## config.mk

```make
export PLATFORM = sky130hd
export DESIGN_NAME = alu_sequencer
export DESIGN_NICKNAME = d
export VERILOG_FILES = /design/src/rtl/alu_sequencer.sv
export SDC_FILE = /design/constraint.sdc
export NUM_CORES = 1
export LEC_CHECK = 0
export ABC_AREA = 1
export ABC_CLOCK_PERIOD_IN_PS = 6600
export CAP_MARGIN = 5
export CORE_UTILIZATION = 39
export DETAILED_ROUTE_END_ITERATION = 10
export PLACE_DENSITY_LB_ADDON = 0.12
export SYNTH_ARGS = -nofsm -noshare
export SYNTH_HDL_FRONTEND = slang
export SYNTH_SLANG_ARGS = --single-unit
```

## constraint.sdc

```tcl
create_clock -name clk -period 6.6 [get_ports clk]
set_input_delay 1.32 -clock clk [delete_from_list [all_inputs] [get_ports clk]]
set_output_delay 1.32 -clock clk [all_outputs]
set_load 0.1 [all_outputs]
```

## src/rtl/alu_sequencer.sv

```systemverilog
// -----------------------------------------------------------------------------
// alu_sequencer
//   Steps a small stored program through an external accumulator ALU. Each
//   program slot holds {mode, A, B}. A run clears the ALU once, then for each
//   slot issues the operation for one cycle and captures the ALU result and
//   error code on the following cycle. The run can optionally stop at the
//   first nonzero ALU error.
//
// Ports
//   clk           single clock, rising edge
//   reset         synchronous, active-low reset
//   prog_we       program-slot write strobe (honoured in IDLE only)
//   prog_addr     slot to write
//   prog_data     {mode, A, B}, mode in the MSBs, B in the LSBs
//   prog_len      number of slots to run (clamped to DEPTH), latched at start
//   start         run request (ignored unless IDLE)
//   abort_on_err  stop the run at the first nonzero ALU error, latched at start
//   alu_out       ALU accumulator output
//   alu_error     ALU error code (00 none, 01 overflow, 10 underflow)
//   alu_mode      function code to the ALU (0 = NoChange)
//   alu_inA       operand A to the ALU
//   alu_inB       operand B to the ALU
//   alu_clear     ALU accumulator clear
//   busy          run in progress (CLEAR, ISSUE, CAPTURE)
//   done          one-cycle run-complete pulse
//   result        last captured alu_out
//   err_flag      OR of all alu_error values captured in the run
//   err_step      slot index of the first nonzero error, 0 if none
// -----------------------------------------------------------------------------
module alu_sequencer #(
  parameter int DATALEN  = 8,
  parameter int MODELEN  = 4,
  parameter int ERRORLEN = 2,
  parameter int DEPTH    = 8,
  localparam int AW      = $clog2(DEPTH),
  localparam int PW      = MODELEN + 2*DATALEN
) (
  input  logic                clk,
  input  logic                reset,
  input  logic                prog_we,
  input  logic [AW-1:0]       prog_addr,
  input  logic [PW-1:0]       prog_data,
  input  logic [3:0]          prog_len,
  input  logic                start,
  input  logic                abort_on_err,
  input  logic [DATALEN-1:0]  alu_out,
  input  logic [ERRORLEN-1:0] alu_error,
  output logic [MODELEN-1:0]  alu_mode,
  output logic [DATALEN-1:0]  alu_inA,
  output logic [DATALEN-1:0]  alu_inB,
  output logic                alu_clear,
  output logic                busy,
  output logic                done,
  output logic [DATALEN-1:0]  result,
  output logic [ERRORLEN-1:0] err_flag,
  output logic [AW-1:0]       err_step
);

  typedef enum logic [2:0] {
    IDLE, CLEAR, ISSUE, CAPTURE, DONE
  } state_t;

  localparam logic [3:0] MAXLEN = 4'(DEPTH);

  state_t              state, state_nx;
  logic [AW-1:0]       step;
  logic [3:0]          len_q;
  logic                abort_q;
  logic [PW-1:0]       mem [DEPTH];
  logic [PW-1:0]       slot;
  logic [3:0]          eff_len;
  logic                last_step;
  logic                err_now;
  logic                finish_run;

  assign eff_len    = (prog_len > MAXLEN) ? MAXLEN : prog_len;
  assign slot       = mem[step];
  assign last_step  = (4'(step) == len_q - 4'd1);
  assign err_now    = (alu_error != '0);
  assign finish_run = last_step || (abort_q && err_now);

  // NOTE: program memory has no reset so it keeps its contents across a
  // reset and maps onto plain storage; only control state is reset.
  always_ff @(posedge clk) begin
    if (state == IDLE && prog_we)
      mem[prog_addr] <= prog_data;
  end

  // NOTE: every clocked assignment is non-blocking so all registers update
  // from the same pre-edge values, independent of statement order.
  always_ff @(posedge clk) begin
    if (!reset) begin
      state    <= IDLE;
      step     <= '0;
      len_q    <= '0;
      abort_q  <= 1'b0;
      result   <= '0;
      err_flag <= '0;
      err_step <= '0;
    end else begin
      state <= state_nx;
      case (state)
        IDLE: begin
          if (start) begin
            // Length and abort policy are frozen for the whole run.
            step     <= '0;
            err_flag <= '0;
            err_step <= '0;
            len_q    <= eff_len;
            abort_q  <= abort_on_err;
          end
        end
        CAPTURE: begin
          result   <= alu_out;
          err_flag <= err_flag | alu_error;
          // Only the first erroring slot of the run is recorded.
          if (err_now && err_flag == '0)
            err_step <= step;
          if (!finish_run)
            step <= step + 1'b1;
        end
        default: ;
      endcase
    end
  end

  // NOTE: every output of this block gets a default first, so no path can
  // leave one unassigned and infer a latch.
  always_comb begin
    state_nx  = state;
    busy      = 1'b0;
    done      = 1'b0;
    alu_clear = 1'b0;
    alu_mode  = '0;
    alu_inA   = '0;
    alu_inB   = '0;
    case (state)
      IDLE: begin
        if (start)
          state_nx = (eff_len != 4'd0) ? CLEAR : DONE;
      end
      CLEAR: begin
        busy      = 1'b1;
        alu_clear = 1'b1;
        state_nx  = ISSUE;
      end
      ISSUE: begin
        busy                        = 1'b1;
        {alu_mode, alu_inA, alu_inB} = slot;
        state_nx                    = CAPTURE;
      end
      CAPTURE: begin
        busy     = 1'b1;
        state_nx = finish_run ? DONE : ISSUE;
      end
      DONE: begin
        done     = 1'b1;
        state_nx = IDLE;
      end
      default: state_nx = IDLE;
    endcase
  end

endmodule

```

* Word-level counts from Yosys, hierarchy flattened
Memories as Yosys holds them, arrays and structs flattened. A register that Yosys moved wholly into a read port is not among the register bits.
Index checks and enable logic that the tools add are counted.
** Word-level totals
- Bits in registers :: 24
- Word-level logic and storage cells :: 56
- Memories kept :: 1
- Memory bits (writable) :: 160
- Input bits :: 42
** Memories
- mem :: depth 8, width 20, read ports 1, clocked after Yosys merged registers in 1, write ports 1, line 69 : logic [PW-1:0] mem [DEPTH];
** Operators by class
- Reduce and logical (&&, ||, !) cells :: 14
- Bitwise operators :: 1
- Add/subtract/negate cells :: 2
- Equal/unequal tests :: 8
- Magnitude comparators :: 1
- Muxes and demuxes :: 22
** Operators with widths (count)
- two-way mux 3 bit :: 8
- two-way mux 8 bit :: 2
- one-hot mux 3 bit (2 select lines) :: 2
- one-hot mux 3 bit (4 select lines) :: 1
- two-way mux 4 bit :: 2
- == test 3 x 2 -> 1 bit, second input constant :: 2
- != test 2 bit, second input constant :: 3
- AND reduction 3 bit :: 2
- two-way mux 1 bit :: 5
- == test 3 x 4 -> 1 bit :: 1
- > comparator 4 bit, second input constant :: 1
- one-hot mux 2 bit (2 select lines) :: 1
- AND reduction 2 bit :: 2
- nonzero test 2 bit :: 2
- nonzero test 4 bit :: 1
- subtractor 4 x 1 -> 4 bit, second input constant :: 1
- adder 3 x 1 -> 3 bit, second input constant :: 1
- == test 3 x 1 -> 1 bit, second input constant :: 1
- == test 3 bit, second input constant :: 1
- logical AND 1 bit :: 3
- logical NOT 3 bit :: 1
- OR reduction 3 bit :: 1
- logical NOT 2 bit :: 1
- two-way mux 2 bit :: 1
- 2 further kinds :: 2

* Longest topological paths before layout
- Word-level depth :: 7
- Mapped depth :: 12
- Gate-level depth less buffers :: 12

* Worst setup path before layout
OpenSTA, ideal clock, no wires.
- Path kind :: register -> output
- Start :: register state[2]
- End :: output done
- Buffers on the path :: 0
- Cell stages (with the launch flop) :: 3
- Arrival :: 2.568 ns
- Setup slack :: 2.712 ns
- Cells stage by stage :: dfxtp_1 -> inv_2 -> nor3_1
** On the way
- Longest elaborated chain between the ends :: 2
** RTL lines
- start, declared :: line 65 : state_t state, state_nx;
- start signal, assigned :: line 101 : state <= state_nx;
- == test 3 bit :: line 137 : case (state)
- two-way mux 1 bit :: line 137
- end, declared :: line 53 : output logic done,
No other way between the ends.

==> summary.txt <==
DR WL met2 = 8150 µm
Initial antenna violation count = 0
# resized after CTS = 0
Mapped Cells = 625
Total Power = 2.68 mW
Starting DRT DRC Count = 307
CP Buf/Inv Count = 3
DR top layer = met4
WL per Instance = 17.8 µm
Final setup fails = 0
Setup Buffers After CTS = 0
Leak = 3.05 nW
Final hold viol count = 0
Clock Tree Buf Depth = 2
Crit-path slowest cell = clkdlybuf4s50_1
Crit path cell chain = inv_2, buf_4, nor2_1, o32ai_1, o21ai_0, nor2_1, clkdlybuf4s50_1
Max Slew Vio Count = 0
Max-slew headroom = 22.8%
Router iterations before antenna repair = 4
Seq/Total Area, Yosys = 71.7%
TritonCTS buffer count = 17
Clock transition at path regs = 0.07 ns
PortBufs = 77
CP endpoint kind = primary output
Post-synthesis average cell area = 11.9 µm²
Max frequency = 205 MHz
Largest net degree at the start of global routing = 81
Fin worst setup slack = 1.72 ns
MaxCap Viol Count = 0
Crit path DAT = 3.56 ns
Tot GR Track Use = 18.5%
Worst stage delay on the critical path = 1.16 ns
Clock insertion delay at the later pin of the skew report = 0.42 ns
Min-Delay Path Class = flop to flop
Crit path time final = 4.88 ns
CTS Root Cell = clkbuf_16
Antenna diodes = 0
Routed Antenna Nets = 0
Mapped Nets = 669
Vias per inst = 5.28
Status = complete, no violations
Final Wtd Congestion = 0.771
Row cnt = 50
Yosys warns = 0
VDD IR max = 200 µV
Max Fanout on Critical Path = 44
Nets = 742
Die Width = 140 µm
Core ar. = 18700 µm²
Clock Skew = 0.00833 ns
Crit path kind = flop to primary output
Worst EP required = 5.28 ns
Metal-1 WL = 7610 µm
I/O pins = 78
Die H = 140 µm
Pre-CTS WS = 2.14 ns
Sink Count = 187
Number of hold buffers added after cts = 0
H-Tree Level Count = 4
Synth cell types = 30
WL final = 16800 µm
First-pass GRT wire length = 27200 µm
Via Count = 4981
Die area = 19700 µm²
WL met3 = 917 µm
Fin util = 48.4%
Post-route DRC violation count = 0
Tcrit/Tclk final = 74.0%
Worst slew pin tran = 1.16 ns
Synthesized cell area = 7450 µm²
Pwr dens = 296 nW/µm²
#FFs+latches synth = 187
CP dominant cell by count = nor2_1
Crit start category = flop
Layout cells sized above 1 = 8.17%
Delay-heaviest family, CP = buffers and inverters
Final setup TNS = 0 ns
Vias in the first global route = 5088
GRT overflow = 0
Fillers = 1644
Design area = 9050 µm²
Placed Area = 8490 µm²
Initial Utilization = 39.9%
TritonCTS clock tree = done
Area Growth Syn to Fin = 21.5%
HPWL after DPL = 9450 µm
RSZ-0062 raised after global routing = false
sequential cells by signal, indices dropped and copies added, names as in the netlist, named ones only:
register and count:
mem 160, result 8, len_q 4, err_step 3
state 3, step 3, err_flag 2, abort_q 1
tightest hold or removal path, stage by stage (launching register included):
cell	delay (ns)
dfxtp_1	0.31
inv_1	0.08
a21oi_1	0.06
layout by cell type, fill, tap and decap left out, types with 3 or more instances in the layout:
master           Yosys  final
a21oi_1             13     13
buf_4                1     11
bufinv_16            0      3
clkbuf_1            17      4
clkbuf_16            0     17
clkdlybuf4s50_1      0     77
clkinv_1             1      3
clkinv_2             0      4
dfxtp_1             27     25
edfxtp_1           160    160
inv_1               19     19
inv_2                3      3
nand2_1             29     29
nand3_1             11     11
nor2_1             194    188
nor2_2               1      5
nor2_4               1      3
o21ai_0             64     64
o21ai_1              6      6
o32ai_1             43     43
metrics by stage:
step | cells | hold WS (ns)
floorplan | 625 | 0.442
global placement | 913 | 0.460
detailed placement | 913 | 0.483
CTS | 944 | 0.493
global route | 944 | 0.524
finish | 944 | 0.495
routing by layer:
layer  track usage, %  vias to the layer above
met5                0                        -
met4             6.82                        0
met3             4.31                       15
met2             31.2                      120
met1             23.3                     2460
li1                 -                     2386
worst paths after layout:
check,end,cells past startpoint,start,slack (ns)
worst min register to register,len_q[3],2,len_q[3],0.49
worst max register to register,mem[7][0],6,state[0],4.29
worst max-delay path,alu_mode[0],7,flop,1.72
worst min-delay path,len_q[3],2,len_q[3],0.49
Yosys cell counts (all sizes together):
library cell / number / area [µm²]
nor2: 197 / 766
edfxtp: 160 / 4800
o21ai: 70 / 350
o32ai: 43 / 377
nand2: 31 / 121
dfxtp: 27 / 541
inv: 23 / 88.8
buf: 17 / 86.3
clkbuf: 17 / 63.8
a21oi: 13 / 65.1
nand3: 12 / 65.1
nor3: 3 / 15.0
a31oi: 2 / 12.5
ha: 2 / 25.0
nand4: 2 / 12.5
xnor2: 2 / 17.5
clkinv: 1 / 3.75
o2111ai: 1 / 26.3
o211ai: 1 / 7.51
or2: 1 / 6.26
layout make-up:
| class | count | area [µm²] | area share (%) |
|---|---|---|---|
| flip-flops and latches | 187 | 5350 | 59.1 |
| multi-input cells | 380 | 1900 | 21.0 |
| repair buffers | 88 | 853 | 9.43 |
| clock buffers | 21 | 440 | 4.86 |
| well taps | 234 | 293 | 3.23 |
| clock inverters | 10 | 125 | 1.38 |
| inverters | 24 | 92.6 | 1.02 |
report_power, final:
part | internal [mW] | total [mW] | switching, mW | leakage (nW)
Sequential | 1.32 | 1.33 | 0.0136 | 1.67
Clock | 0.588 | 0.992 | 0.404 | 0.276
Combinational | 0.0927 | 0.354 | 0.262 | 1.10
logic make-up after synthesis:
group,share of synthesized area (%)
AOI/OAI and AO/OA,11.2
xor gates and xnor gates,0.235
adders and majority gates,0.336
buffers and inverters,3.26
DFF,71.7
and+or+nand+nor,13.2
(Power assumes the default switching activity.)
